**src/rtl/delay_ctrl_sequencer.sv**
```systemverilog
// Control/feed stage for the programmable delay line: it walks the tap select one step at a time and registers the sample stream.
// Define DELAY_CTRL_BLANK_EN to drive IDLE_PATTERN on data_out while a tap walk is in progress.
module delay_ctrl_sequencer #(
    parameter int                 DATA_W        = 8,
    parameter int                 DELAY_W       = 4,
    parameter int                 SETTLE_CYCLES = 4,
    parameter logic [DELAY_W-1:0] RESET_DELAY   = '0,
    parameter logic [DATA_W-1:0]  IDLE_PATTERN  = '0
) (
    input  logic               clk,
    input  logic               rst_n,
    input  logic               req_valid,
    input  logic [DELAY_W-1:0] req_delay,
    output logic               req_ready,
    input  logic               in_valid,
    input  logic [DATA_W-1:0]  in_data,
    output logic [DELAY_W-1:0] delay_value,
    output logic [DATA_W-1:0]  data_out,
    output logic               busy,
    output logic               done
);

    localparam int CNT_W = (SETTLE_CYCLES > 1) ? $clog2(SETTLE_CYCLES) : 1;

    localparam logic [1:0] S_IDLE   = 2'd0;
    localparam logic [1:0] S_STEP   = 2'd1;
    localparam logic [1:0] S_SETTLE = 2'd2;

    logic [1:0]         state;
    logic [DELAY_W-1:0] target;
    logic [CNT_W-1:0]   cnt;

    assign req_ready = (state == S_IDLE);

    always_ff @(posedge clk) begin
        if (!rst_n) begin
            state       <= S_IDLE;
            target      <= RESET_DELAY;
            delay_value <= RESET_DELAY;
            cnt         <= '0;
            busy        <= 1'b0;
            done        <= 1'b0;
        end else begin
            done <= 1'b0;
            case (state)
                S_IDLE: begin
                    if (req_valid) begin
                        target <= req_delay;
                        if (req_delay == delay_value) begin
                            done <= 1'b1;
                        end else begin
                            state <= S_STEP;
                            busy  <= 1'b1;
                        end
                    end
                end
                S_STEP: begin
                    // Single-tap move only; a multi-tap jump would corrupt samples in flight.
                    if (target > delay_value)
                        delay_value <= delay_value + DELAY_W'(1);
                    else
                        delay_value <= delay_value - DELAY_W'(1);
                    cnt   <= CNT_W'(SETTLE_CYCLES - 1);
                    state <= S_SETTLE;
                end
                S_SETTLE: begin
                    if (cnt == '0) begin
                        if (delay_value == target) begin
                            state <= S_IDLE;
                            busy  <= 1'b0;
                            done  <= 1'b1;
                        end else begin
                            state <= S_STEP;
                        end
                    end else begin
                        cnt <= cnt - CNT_W'(1);
                    end
                end
                default: begin
                    state <= S_IDLE;
                    busy  <= 1'b0;
                end
            endcase
        end
    end

    always_ff @(posedge clk) begin
        if (!rst_n) begin
            data_out <= IDLE_PATTERN;
`ifdef DELAY_CTRL_BLANK_EN
        end else if (busy) begin
            data_out <= IDLE_PATTERN;
`endif
        end else begin
            data_out <= in_valid ? in_data : IDLE_PATTERN;
        end
    end

endmodule
```
**config.mk**
```make
export PLATFORM = sky130hd
export DESIGN_NAME = delay_ctrl_sequencer
export DESIGN_NICKNAME = d
export VERILOG_FILES = /design/src/rtl/delay_ctrl_sequencer.sv
export SDC_FILE = /design/constraint.sdc
export NUM_CORES = 1
export LEC_CHECK = 0
export CORE_MARGIN = 1
export CORE_UTILIZATION = 39
export CTS_CLUSTER_DIAMETER = 150
export DETAILED_ROUTE_END_ITERATION = 8
export DONT_BUFFER_PORTS = 1
export GPL_ROUTABILITY_DRIVEN = 0
export HOLD_SLACK_MARGIN = 0.08
export SYNTH_ARGS = -nofsm -noshare
export SYNTH_HDL_FRONTEND = slang
export SYNTH_SLANG_ARGS = --single-unit
```
**constraint.sdc**
```tcl
create_clock -name clk -period 7.3 [get_ports clk]
set_clock_uncertainty 0.1 [all_clocks]
set_input_delay 1.095 -clock clk [delete_from_list [all_inputs] [get_ports clk]]
set_output_delay 1.095 -clock clk [all_outputs]
set_load 0.01 [all_outputs]
```
==> metrics list <==
- The flow ran to the end, and the final reports show no timing, DRC or antenna violations.
* Total of fill cells in the finished design: 270
* Standard cell area after detailed placement: 0.00112 mm²
- The repair_antennas step left the layout with diodes totalling 0.
- Number of buffers inserted by port buffering: 0
- Final TNS setup: 0 ps
- For this run, asynchronously set or reset flops after synthesis account for 0%.
* Die Wd: 55.5 µm
- The startpoint identified for the worst hold timing path is target[2].
* Count of clock tree sinks: 22
- Setup-violating endpoint count in the final report: 0
- Largest net degree at the start of global routing: 23
* Post_cts resized: 0
- After synthesis, the mean cell area works out to between 9 and 10 µm².
- Relative to the synthesized area, the layout overhead comes to 4.83%.
* Number of design-rule violations left by the first detailed-router iteration: 52
- TritonCTS built the clock tree.
* # hold bufs at CTS: 0
- Vias in the first global route: roughly 840
- Clock latency on the worst-skew pair, taken at its later pin, is 300 ps.
- The core region is 0.00273 mm².
* Critical Path, Cell by Cell: inv_1 > ha_1 > nor2b_1 > o211ai_1 > nand2_1 > nand2_1 > ha_1 > a21o_1 > a21oi_2 > nor3_1 > a31oi_1 > nand4_1
* Sequential share of the synthesized area: around two fifths
* Cell area after layout: 0.00117 mm²
- The clock passes through at most 2 buffers.
* Worst path required time: 7390 ps
* Number of distinct library cell variants in the gate-level netlist after synthesis: 37
- Die Area: between 0.003 and 0.004 mm²
- The largest single stage delay on the critical path is slightly above 500 ps.
* Detailed Route WL: 2130 µm
- At the end of the flow, the number of nets in the layout was about 140.
- After clock tree synthesis, the clock-pin slew on the worst setup and hold paths is between 100 and 150 ps.
* Startpoint kind of the worst setup timing path: flop
* Number of instances on the worst hold path: 2
- Total of warnings raised by yosys: 0
- Cell family with the largest share of critical-path delay: compound AO/OA/AOI/OAI gates
* Achievable clock frequency: between 0.3 and 0.4 GHz
- The final critical path takes up between 30% and 40% of the cycle.
- The setup path with the least slack is of type reg -> reg.
* Destination of the worst hold path: target[2]
* Crit Path Max Fanout: 6
- Smallest hold slack: 438 ps
- Primary FF master, synth: dfxtp_1
- Max transition margin: 71.2%
- Classification of the worst-slack hold path: reg -> reg
- Power spread over the standard cell area amounts to 313 mW/mm².
- The initial antenna violation count came to 0.
* Number of core rows: 19
* Type of destination of the critical path: flop
- Of the cells placed in the final design, the portion with a size suffix greater than 1 is 7.56%.
- The worst path in the final design needs a cycle of roughly 2800 ps, including I/O delays and setup.
- Number of nets produced by synthesis: 144
- Count of pins over their slew limit: 0
- Worst reg-to-reg setup slack: roughly 4500 ps
- Ratio of routed vias to standard cells: 5.64
* Gr ovfl total: 0
- Once the floorplan was initialized, standard cells occupied between 40% and 50% of the core.
- The first global-routing pass estimated 3480 µm of wire.
* Finished Core Util: about 43%
* VDD IR-drop max: 149 µV
- The cell area that synthesis handed to floorplanning was between 0.001 and 0.0015 mm².
* # IOs: 31
* Level count of the clock H-tree: 1
- The final route contains about 850 vias.
* Post-CTS setup buffer count: 0
- Setup repair after global routing left no endpoint under its margin.
* Number of instances in the synthesized netlist: 120
* Number of nets still failing antenna checks after routing: 0
- The number of clock buffers added by TritonCTS is 3.
- Hold Fails Final Rpt: 0
* Die height: 55.5 µm
- Dividing the detail-routed wire length by the instance count gives 14.2 µm.
- The startpoint identified for the worst register-to-register timing path is delay_value[1].
* Half-perimeter wire length of the detailed placement result: roughly 1600 µm
* Post-route DRC violation count: 0
- The pre-antenna-repair detailed-routing pass consisted of 4 iterations.
* Number of buffer and inverter stages on the critical path: 1
- CTS Root Buffer Type: clkbuf_4
* Flip-flop and latch count after synthesis: 22
- Counting cells, the worst reg-to-reg path comes to 12.
- The largest individual stage delay along the critical path comes from the cell dfxtp_1.
- In the global route stage, overall resource usage came out at 14.4%.
- In this run the static leakage power is 0.498 nW.
- End of the worst register-to-register path: delay_value[3]
- STA puts the critical path data arrival time at 2860 ps.
- The synthesized design contains 0 enable-type register cells.
- Max capacitance violation total: 0
- At the pin with the least slew margin, the transition time is 432 ps.
[logic make-up after synthesis]
kind of cell	count (synthesis)	synth area share, %
XOR/XNOR	6	4.71
multiplexers	4	3.59
adder cells (fa/ha/maj)	8	9.65
flip-flops	22	39.5
AO/OA/AOI/OAI	20	11.3
buffers and inverters	12	5.72
AND/OR/NAND/NOR	48	25.5
[state kept, by name, indices dropped and copies added (netlist names)]
| name | count |
|---|---|
| busy | 1 |
| cnt | 2 |
| data_out | 8 |
| delay_value | 4 |
| done | 1 |
| state | 2 |
| target | 4 |
[cells in the mapped netlist (2+ instances only)]
| cell type | count | area (µm²) |
|---|---|---|
| dfxtp_1 | 22 | 440 |
| and3_1 | 8 | 50.1 |
| nor2_1 | 8 | 30.0 |
| nor2b_1 | 8 | 50.1 |
| a21oi_1 | 7 | 35.0 |
| ha_1 | 7 | 87.6 |
| nand2_1 | 7 | 26.3 |
| inv_1 | 6 | 22.5 |
| xnor2_1 | 5 | 43.8 |
| and2_1 | 4 | 25.0 |
| mux2i_1 | 4 | 40.0 |
| nand4_1 | 4 | 25.0 |
| a31oi_1 | 2 | 12.5 |
| buf_6 | 2 | 22.5 |
| clkbuf_1 | 2 | 7.51 |
| o21ai_0 | 2 | 10.0 |
| o31ai_1 | 2 | 15.0 |
[layout make-up]
class | count | area (µm²) | share of cell area (%)
Multi-Input combinational cell | 86 | 611 | 52.2
Clock buffer | 3 | 22.5 | 1.93
Sequential cell | 22 | 440 | 37.7
Inverter | 7 | 26.3 | 2.25
Tap cell | 31 | 38.8 | 3.32
Clock inverter | 1 | 30.0 | 2.57
[metal layers]
| layer | track usage (%) | share of wire, % | vias to the layer above |
|---|---|---|---|
| li1 | - | - | 415 |
| met3 | 3.04 | 4.8 | 2 |
| met2 | 25.3 | 51 | 36 |
| met4 | 8.21 | 0.94 | 0 |
| met1 | 16.1 | 43 | 393 |
| met5 | 0 | 0 | - |
[tightest hold or removal path, stage by stage (launching register included)]
cell	delay, ps
dfxtp_1	340
mux2i_1	120
nor2b_1	60
[how the worst max path moves through the flow]
stage | startpoint | end | slack (ps) | cells past startpoint
4_1_cts | delay_value[1] | delay_value[3] | 4530 | 12
6_report | delay_value[1] | delay_value[3] | 4530 | 12
5_1_grt | delay_value[1] | delay_value[3] | 4330 | 12
3_3_place_gp | delay_value[1] | delay_value[3] | 4640 | 12
2_1_floorplan | delay_value[1] | delay_value[3] | 4760 | 12
3_5_place_dp | delay_value[1] | delay_value[3] | 4550 | 12
[cells in the final DEF (no fill, tap or decap), types with 4 or more instances in the layout]
cell | Yosys | final
nor2b_1 | 8 | 8
nand4_1 | 4 | 4
a21oi_1 | 7 | 7
and3_1 | 8 | 8
mux2i_1 | 4 | 4
nand2_1 | 7 | 7
and2_1 | 4 | 4
ha_1 | 7 | 7
xnor2_1 | 5 | 5
nor2_1 | 8 | 8
inv_1 | 6 | 6
dfxtp_1 | 22 | 22
[metrics by stage]
stage,total power [mW],cells,setup WS (ps)
after global routing,0.394,150,4330
after floorplan,0.256,120,4760
after detailed placement,0.276,146,4550
final,0.366,150,4530
after global placement,0.270,146,4640
after CTS,0.370,150,4530
[power by group]
part | internal, mW | switching [mW] | total [mW]
registers | 0.133 | 0.0209 | 0.154
logic | 0.0535 | 0.0655 | 0.119
clock network | 0.0555 | 0.0369 | 0.0924
total | 0.242 | 0.123 | 0.366
Power figures use the tool's default switching activity.
